`src/rtl/async_fifo_pkg.sv`:
```
// Shared async FIFO package: pointer width defaults and Gray/binary helpers.
// Helpers take zero-extended operands, so one pair serves any pointer width.
package async_fifo_pkg;

    localparam int ADDRSIZE_DEF = 4;
    localparam int DATASIZE_DEF = 8;
    localparam int PTR_MAXW     = 32;

    function automatic logic [PTR_MAXW-1:0] bin2gray(
        input logic [PTR_MAXW-1:0] b
    );
        return b ^ (b >> 1);
    endfunction

    // Zero upper bits stay zero, so narrower pointers convert correctly.
    function automatic logic [PTR_MAXW-1:0] gray2bin(
        input logic [PTR_MAXW-1:0] g
    );
        logic [PTR_MAXW-1:0] b;
        b[PTR_MAXW-1] = g[PTR_MAXW-1];
        for (int i = PTR_MAXW - 2; i >= 0; i--) begin
            b[i] = b[i+1] ^ g[i];
        end
        return b;
    endfunction

endpackage

```
`src/rtl/async_fifo_sync_2ff.sv`:
```
// Two-flop synchroniser, parameterised width; reused on both FIFO sides.
// Each bit is only safe because the source is a Gray-coded pointer.
module async_fifo_sync_2ff #(
    parameter int WIDTH = 1
) (
    input  logic             rclk,
    input  logic             rrst,
    input  logic [WIDTH-1:0] d,
    output logic [WIDTH-1:0] q
);

    logic [WIDTH-1:0] q1_q;
    logic [WIDTH-1:0] q2_q;

    always_ff @(posedge rclk or posedge rrst) begin
        if (rrst) begin
            q1_q <= '0;
            q2_q <= '0;
        end else begin
            q1_q <= d;
            q2_q <= q1_q;
        end
    end

    assign q = q2_q;

endmodule

```
`src/rtl/async_fifo_rptr_empty.sv`:
```
// Async FIFO read side: pointer sync, read pointers, empty flag, FWFT output.
// Define RLEVEL_EN to add the conservative fill-level output rlevel.
module async_fifo_rptr_empty
    import async_fifo_pkg::*;
#(
    parameter int DATASIZE = DATASIZE_DEF,
    parameter int ADDRSIZE = ADDRSIZE_DEF
) (
    input  logic                rclk,
    input  logic                rrst,
    input  logic [ADDRSIZE:0]   wptr_gray,
    output logic [ADDRSIZE-1:0] raddr,
    input  logic [DATASIZE-1:0] rdata,
    output logic [ADDRSIZE:0]   rptr_gray,
    output logic                rempty,
    output logic [DATASIZE-1:0] out_data,
    output logic                out_valid,
    input  logic                out_ready
`ifdef RLEVEL_EN
    ,
    output logic [ADDRSIZE:0]   rlevel
`endif
);

    localparam int PW = ADDRSIZE + 1;

    logic [PW-1:0]       rq2_wptr;
    logic [PW-1:0]       rbin_q;
    logic [PW-1:0]       rbin_d;
    logic [PW-1:0]       rgray_q;
    logic [PW-1:0]       rgray_d;
    logic                rempty_q;
    logic                rempty_d;
    logic                valid_q;
    logic                valid_d;
    logic [DATASIZE-1:0] data_q;
    logic [DATASIZE-1:0] data_d;
    logic                pop;

    async_fifo_sync_2ff #(
        .WIDTH (PW)
    ) u_sync (
        .rclk (rclk),
        .rrst (rrst),
        .d    (wptr_gray),
        .q    (rq2_wptr)
    );

    // Empty compares the next pointer, so the flag rises on the last pop.
    always_comb begin
        pop      = !rempty_q && (!valid_q || out_ready);
        rbin_d   = rbin_q + PW'(pop);
        rgray_d  = PW'(bin2gray(PTR_MAXW'(rbin_d)));
        rempty_d = (rgray_d == rq2_wptr);
        data_d   = data_q;
        valid_d  = valid_q;
        if (pop) begin
            data_d  = rdata;
            valid_d = 1'b1;
        end else if (valid_q && out_ready) begin
            valid_d = 1'b0;
        end
    end

    always_ff @(posedge rclk or posedge rrst) begin
        if (rrst) begin
            rbin_q   <= '0;
            rgray_q  <= '0;
            rempty_q <= 1'b1;
            valid_q  <= 1'b0;
            data_q   <= '0;
        end else begin
            rbin_q   <= rbin_d;
            rgray_q  <= rgray_d;
            rempty_q <= rempty_d;
            valid_q  <= valid_d;
            data_q   <= data_d;
        end
    end

`ifdef RLEVEL_EN
    logic [PW-1:0] rlevel_q;
    logic [PW-1:0] rlevel_d;

    always_comb begin
        rlevel_d = PW'(gray2bin(PTR_MAXW'(rq2_wptr))) - rbin_d;
    end

    always_ff @(posedge rclk or posedge rrst) begin
        if (rrst) begin
            rlevel_q <= '0;
        end else begin
            rlevel_q <= rlevel_d;
        end
    end

    assign rlevel = rlevel_q;
`endif

    assign raddr     = rbin_q[ADDRSIZE-1:0];
    assign rptr_gray = rgray_q;
    assign rempty    = rempty_q;
    assign out_data  = data_q;
    assign out_valid = valid_q;

endmodule

```
`config.mk`:
```
export PLATFORM = sky130hd
export DESIGN_NAME = async_fifo_rptr_empty
export DESIGN_NICKNAME = d
export VERILOG_FILES = /design/src/rtl/async_fifo_pkg.sv /design/src/rtl/async_fifo_sync_2ff.sv /design/src/rtl/async_fifo_rptr_empty.sv
export SDC_FILE = /design/constraint.sdc
export NUM_CORES = 1
export LEC_CHECK = 0
export ABC_AREA = 1
export BUFFER_PORTS_ARGS = -buffer_cell sky130_fd_sc_hd__buf_2
export CAP_MARGIN = 30
export CORE_ASPECT_RATIO = 1.5
export CORE_MARGIN = 1
export CORE_UTILIZATION = 40
export CTS_CLUSTER_SIZE = 24
export DETAILED_ROUTE_END_ITERATION = 16
export GPL_ROUTABILITY_DRIVEN = 0
export MAX_ROUTING_LAYER = met4
export PLACE_DENSITY = 0.74
export SLEW_MARGIN = 20
export SYNTH_ARGS = -nofsm -noshare
export SYNTH_HDL_FRONTEND = slang
export SYNTH_HIERARCHICAL = 1
export SYNTH_SLANG_ARGS = --single-unit
```
`constraint.sdc`:
```
create_clock -name rclk -period 2.7 [get_ports rclk]
set_input_delay 0.135 -clock rclk [delete_from_list [all_inputs] [get_ports rclk]]
set_output_delay 0.135 -clock rclk [all_outputs]
set_load 0.02 [all_outputs]
```
==> flow_summary.yaml <==
sta:
  final_setup_vio_count: 0
  setup_repair_after_global_routing_missed_its_margin: "false"
  slew_headroom: 0.533
  finalSetupTns_ns: 0
  max_freq_mhz: 472
  final.period_utilization: 0.785
  worst_clock_skew_ns: 0.00351
  worst_pin_slew_ns: 0.700
  timing.final.hold_violations: 0
  timing.final.max_slew_violations: 0
  fin_hold_ws_ns: 0.0633
  period_minus_slack_ns: 2.12
grt:
  globalRouteOverflowTotal: 0
  global_route.usage.total: 0.163
  largest_net_degree_at_the_start_of_global_routing: 20
  grt_pass1_vias: 891
  antenna_found_initial: 0
  grt_pass1_wl_mm: 3.35
logic_synthesis:
  postSynthNetCount: 139
  avgSynthCellArea_um2: 9.47
  post_synth_instance_area_mm2: 0.00115
  synth_top_area_frac: 0.611
  cell_accounting_for_the_most_synthesized_area: "sky130_fd_sc_hd__dfrtp_1"
  postSynthRegisterBits: 29
  ys_seq_area_frac: 0.634
  cells_after_synthesis: 121
  top_cells_by_area_in_the_synthesized_netlist: "sky130_fd_sc_hd__dfrtp_1, sky130_fd_sc_hd__nand2_1, sky130_fd_sc_hd__inv_1, sky130_fd_sc_hd__nand3_1, sky130_fd_sc_hd__dfstp_2"
  ys_types: 15
  yosys_warnings: 6
clock_tree:
  clk_root_buffer_cell: "sky130_fd_sc_hd__clkbuf_8"
  htree_levels: 2
  cts.reportedPaths.clkPinSlew_ns: 0.06
  tritoncts_num_sinks: 29
  tritoncts_clock_tree: "done"
  resized_after_cts: 0
  postCtsSetupRepairBufs: 0
  cts_inserted_buffers: 5
  cts_hold_buf: 6
  clock_latency_ns: 0.28
  ctsLongestPathBuffers: 2
cells_and_area:
  num_antenna_cells: 0
  final.fill_count: 272
  flow.area_growth_from_synthesis_pct: 30.3
  layout-drive-gt1-share: 0.292
  post_layout_nonfiller_instances: 205
  fin_nets: 185
critical_path:
  worst-setup-path-type: "flop to flop"
  path_max_fanout: 10
  setup.reg_to_reg.worst_slack_ns: 0.58
  worstPathArrival_ns: 2.33
  required_worst_endpoint_ns: 2.91
  cp_launch_type: "flop"
  kind_of_end_point_of_the_critical_path: "flop"
place:
  detailed_placement_hpwl_mm: 1.61
  placed_cells: 191
  port_buffers: 34
routing:
  detail_route.first_pass.iterations: 4
  drt_drc_violations_left: 0
  post_drt_wl_per_cell_um: 10.1
  ant_nets: 0
  vias_per_cell: 4.57
  detailroute.via_count: 937
  drt-initial-drc-count: 24
  totalWireLength_mm: 2.06
floorplan:
  io_pins: 35
  row_count: 23
  floorplan.core_area_mm2: 0.00271
  die_ar_mm2: 0.00309
  start_util: 0.424
  die_h_um: 67.6
  die_width_um: 45.7
min_path:
  hold_class: "input port to flop"
power_and_ir_drop:
  power_density_cells_mw_per_mm2: 1130
  peakVddDrop_mv: 0.562
  cellLeakagePower_nw: 0.829
outcome:
  run_status: "complete, no violations"
flow_run:
  maxCapViolCount: 0
-- power by group --
group	internal (mW)	leakage [nW]	switching [mW]
Clock	0.178	0.0450	0.146
Sequential	0.560	0.340	0.0835
Combinational	0.239	0.444	0.479
Total	0.976	0.829	0.708
-- cell families after synthesis --
kind of cell / Yosys count / synth area share
flops: 29 / 0.634
simple gates: 74 / 0.276
compound gates: 1 / 0.00764
xor+xnor: 1 / 0.00764
fa+ha+maj: 2 / 0.0218
buf+inv: 14 / 0.0524
-- worst max-delay path: stages (launching register included) --
cell and delay [ns]:
sky130_fd_sc_hd__dfrtp_1 0.40, sky130_fd_sc_hd__a21oi_2 0.35, sky130_fd_sc_hd__ha_1 0.32, sky130_fd_sc_hd__ha_1 0.28, sky130_fd_sc_hd__inv_1 0.09, sky130_fd_sc_hd__nand2_1 0.10, sky130_fd_sc_hd__nand2_1 0.09, sky130_fd_sc_hd__inv_2 0.06
sky130_fd_sc_hd__nand2_1 0.07, sky130_fd_sc_hd__nand2_2 0.09, sky130_fd_sc_hd__xor2_1 0.15, sky130_fd_sc_hd__nor2_1 0.07
-- metrics by stage --
step / total power, mW / utilization / worst slack (ns) / area, um2
5_1_grt: 1.82 / 0.552 / 0.371 / 1490
6_report: 1.68 / 0.552 / 0.580 / 1490
3_5_place_dp: 1.37 / 0.500 / 0.583 / 1350
4_1_cts: 1.71 / 0.552 / 0.558 / 1490
3_3_place_gp: 1.34 / 0.500 / 0.674 / 1350
2_1_floorplan: 1.17 / - / 0.757 / 1150
-- flip-flops by register name (all words and copies together) (netlist names) --
register	count
out_data	8
u_sync/q1_q	5
rptr_gray	4
rbin_q	5
rempty	1
u_sync/q	5
out_valid	1
-- Yosys cell counts --
master,number
sky130_fd_sc_hd__nor2_1,2
sky130_fd_sc_hd__nand3_2,1
sky130_fd_sc_hd__inv_2,2
sky130_fd_sc_hd__inv_1,11
sky130_fd_sc_hd__ha_1,2
sky130_fd_sc_hd__dfrtp_1,28
sky130_fd_sc_hd__xor2_1,1
sky130_fd_sc_hd__buf_6,1
sky130_fd_sc_hd__a21oi_2,1
sky130_fd_sc_hd__dfstp_2,1
sky130_fd_sc_hd__nand2_1,56
sky130_fd_sc_hd__nand4_1,4
sky130_fd_sc_hd__nand3b_1,2
sky130_fd_sc_hd__nand3_1,6
sky130_fd_sc_hd__nand2_2,3
-- cell type report --
cell class | instances | area (um2) | share of cell area
clock inverters | 2 | 10.0 | 0.00670
inverters | 13 | 48.8 | 0.0327
multi-input cells | 78 | 359 | 0.240
flip-flops and latches | 29 | 727 | 0.487
well taps | 37 | 46.3 | 0.0310
clock buffers | 6 | 72.6 | 0.0486
repair buffers | 40 | 230 | 0.154
-- cell usage in the layout (no fill, tap or decap), drive strengths merged --
cell type / Yosys / final
nand2: 59 / 59
buf: 1 / 34
dfrtp: 28 / 28
inv: 13 / 13
nand3: 7 / 7
dlygate4sd3: 0 / 6
clkbuf: 0 / 6
nand4: 4 / 4
nand3b: 2 / 2
nor2: 2 / 2
ha: 2 / 2
clkinv: 0 / 2
a21oi: 1 / 1
xor2: 1 / 1
dfstp: 1 / 1
-- final timing paths --
kind | start | to | cells past startpoint
setup / recovery | out_valid | rempty | 11
hold / removal | rdata[3] | out_data[3] | 3
setup reg to reg | out_valid | rempty | 11
hold reg to reg | u_sync/q1_q[0] | u_sync/q[0] | 0
max in group asynchronous | rrst | rptr_gray[3] | 3
min in group asynchronous | rrst | u_sync/q[2] | 3
-- per-layer routing --
metal | global-route usage | part of all wire
met5 | - | 0
met4 | 0.107 | 0.023
met3 | 0.0642 | 0.069
met2 | 0.296 | 0.55
met1 | 0.123 | 0.36
Power figures use the tool's default switching activity.
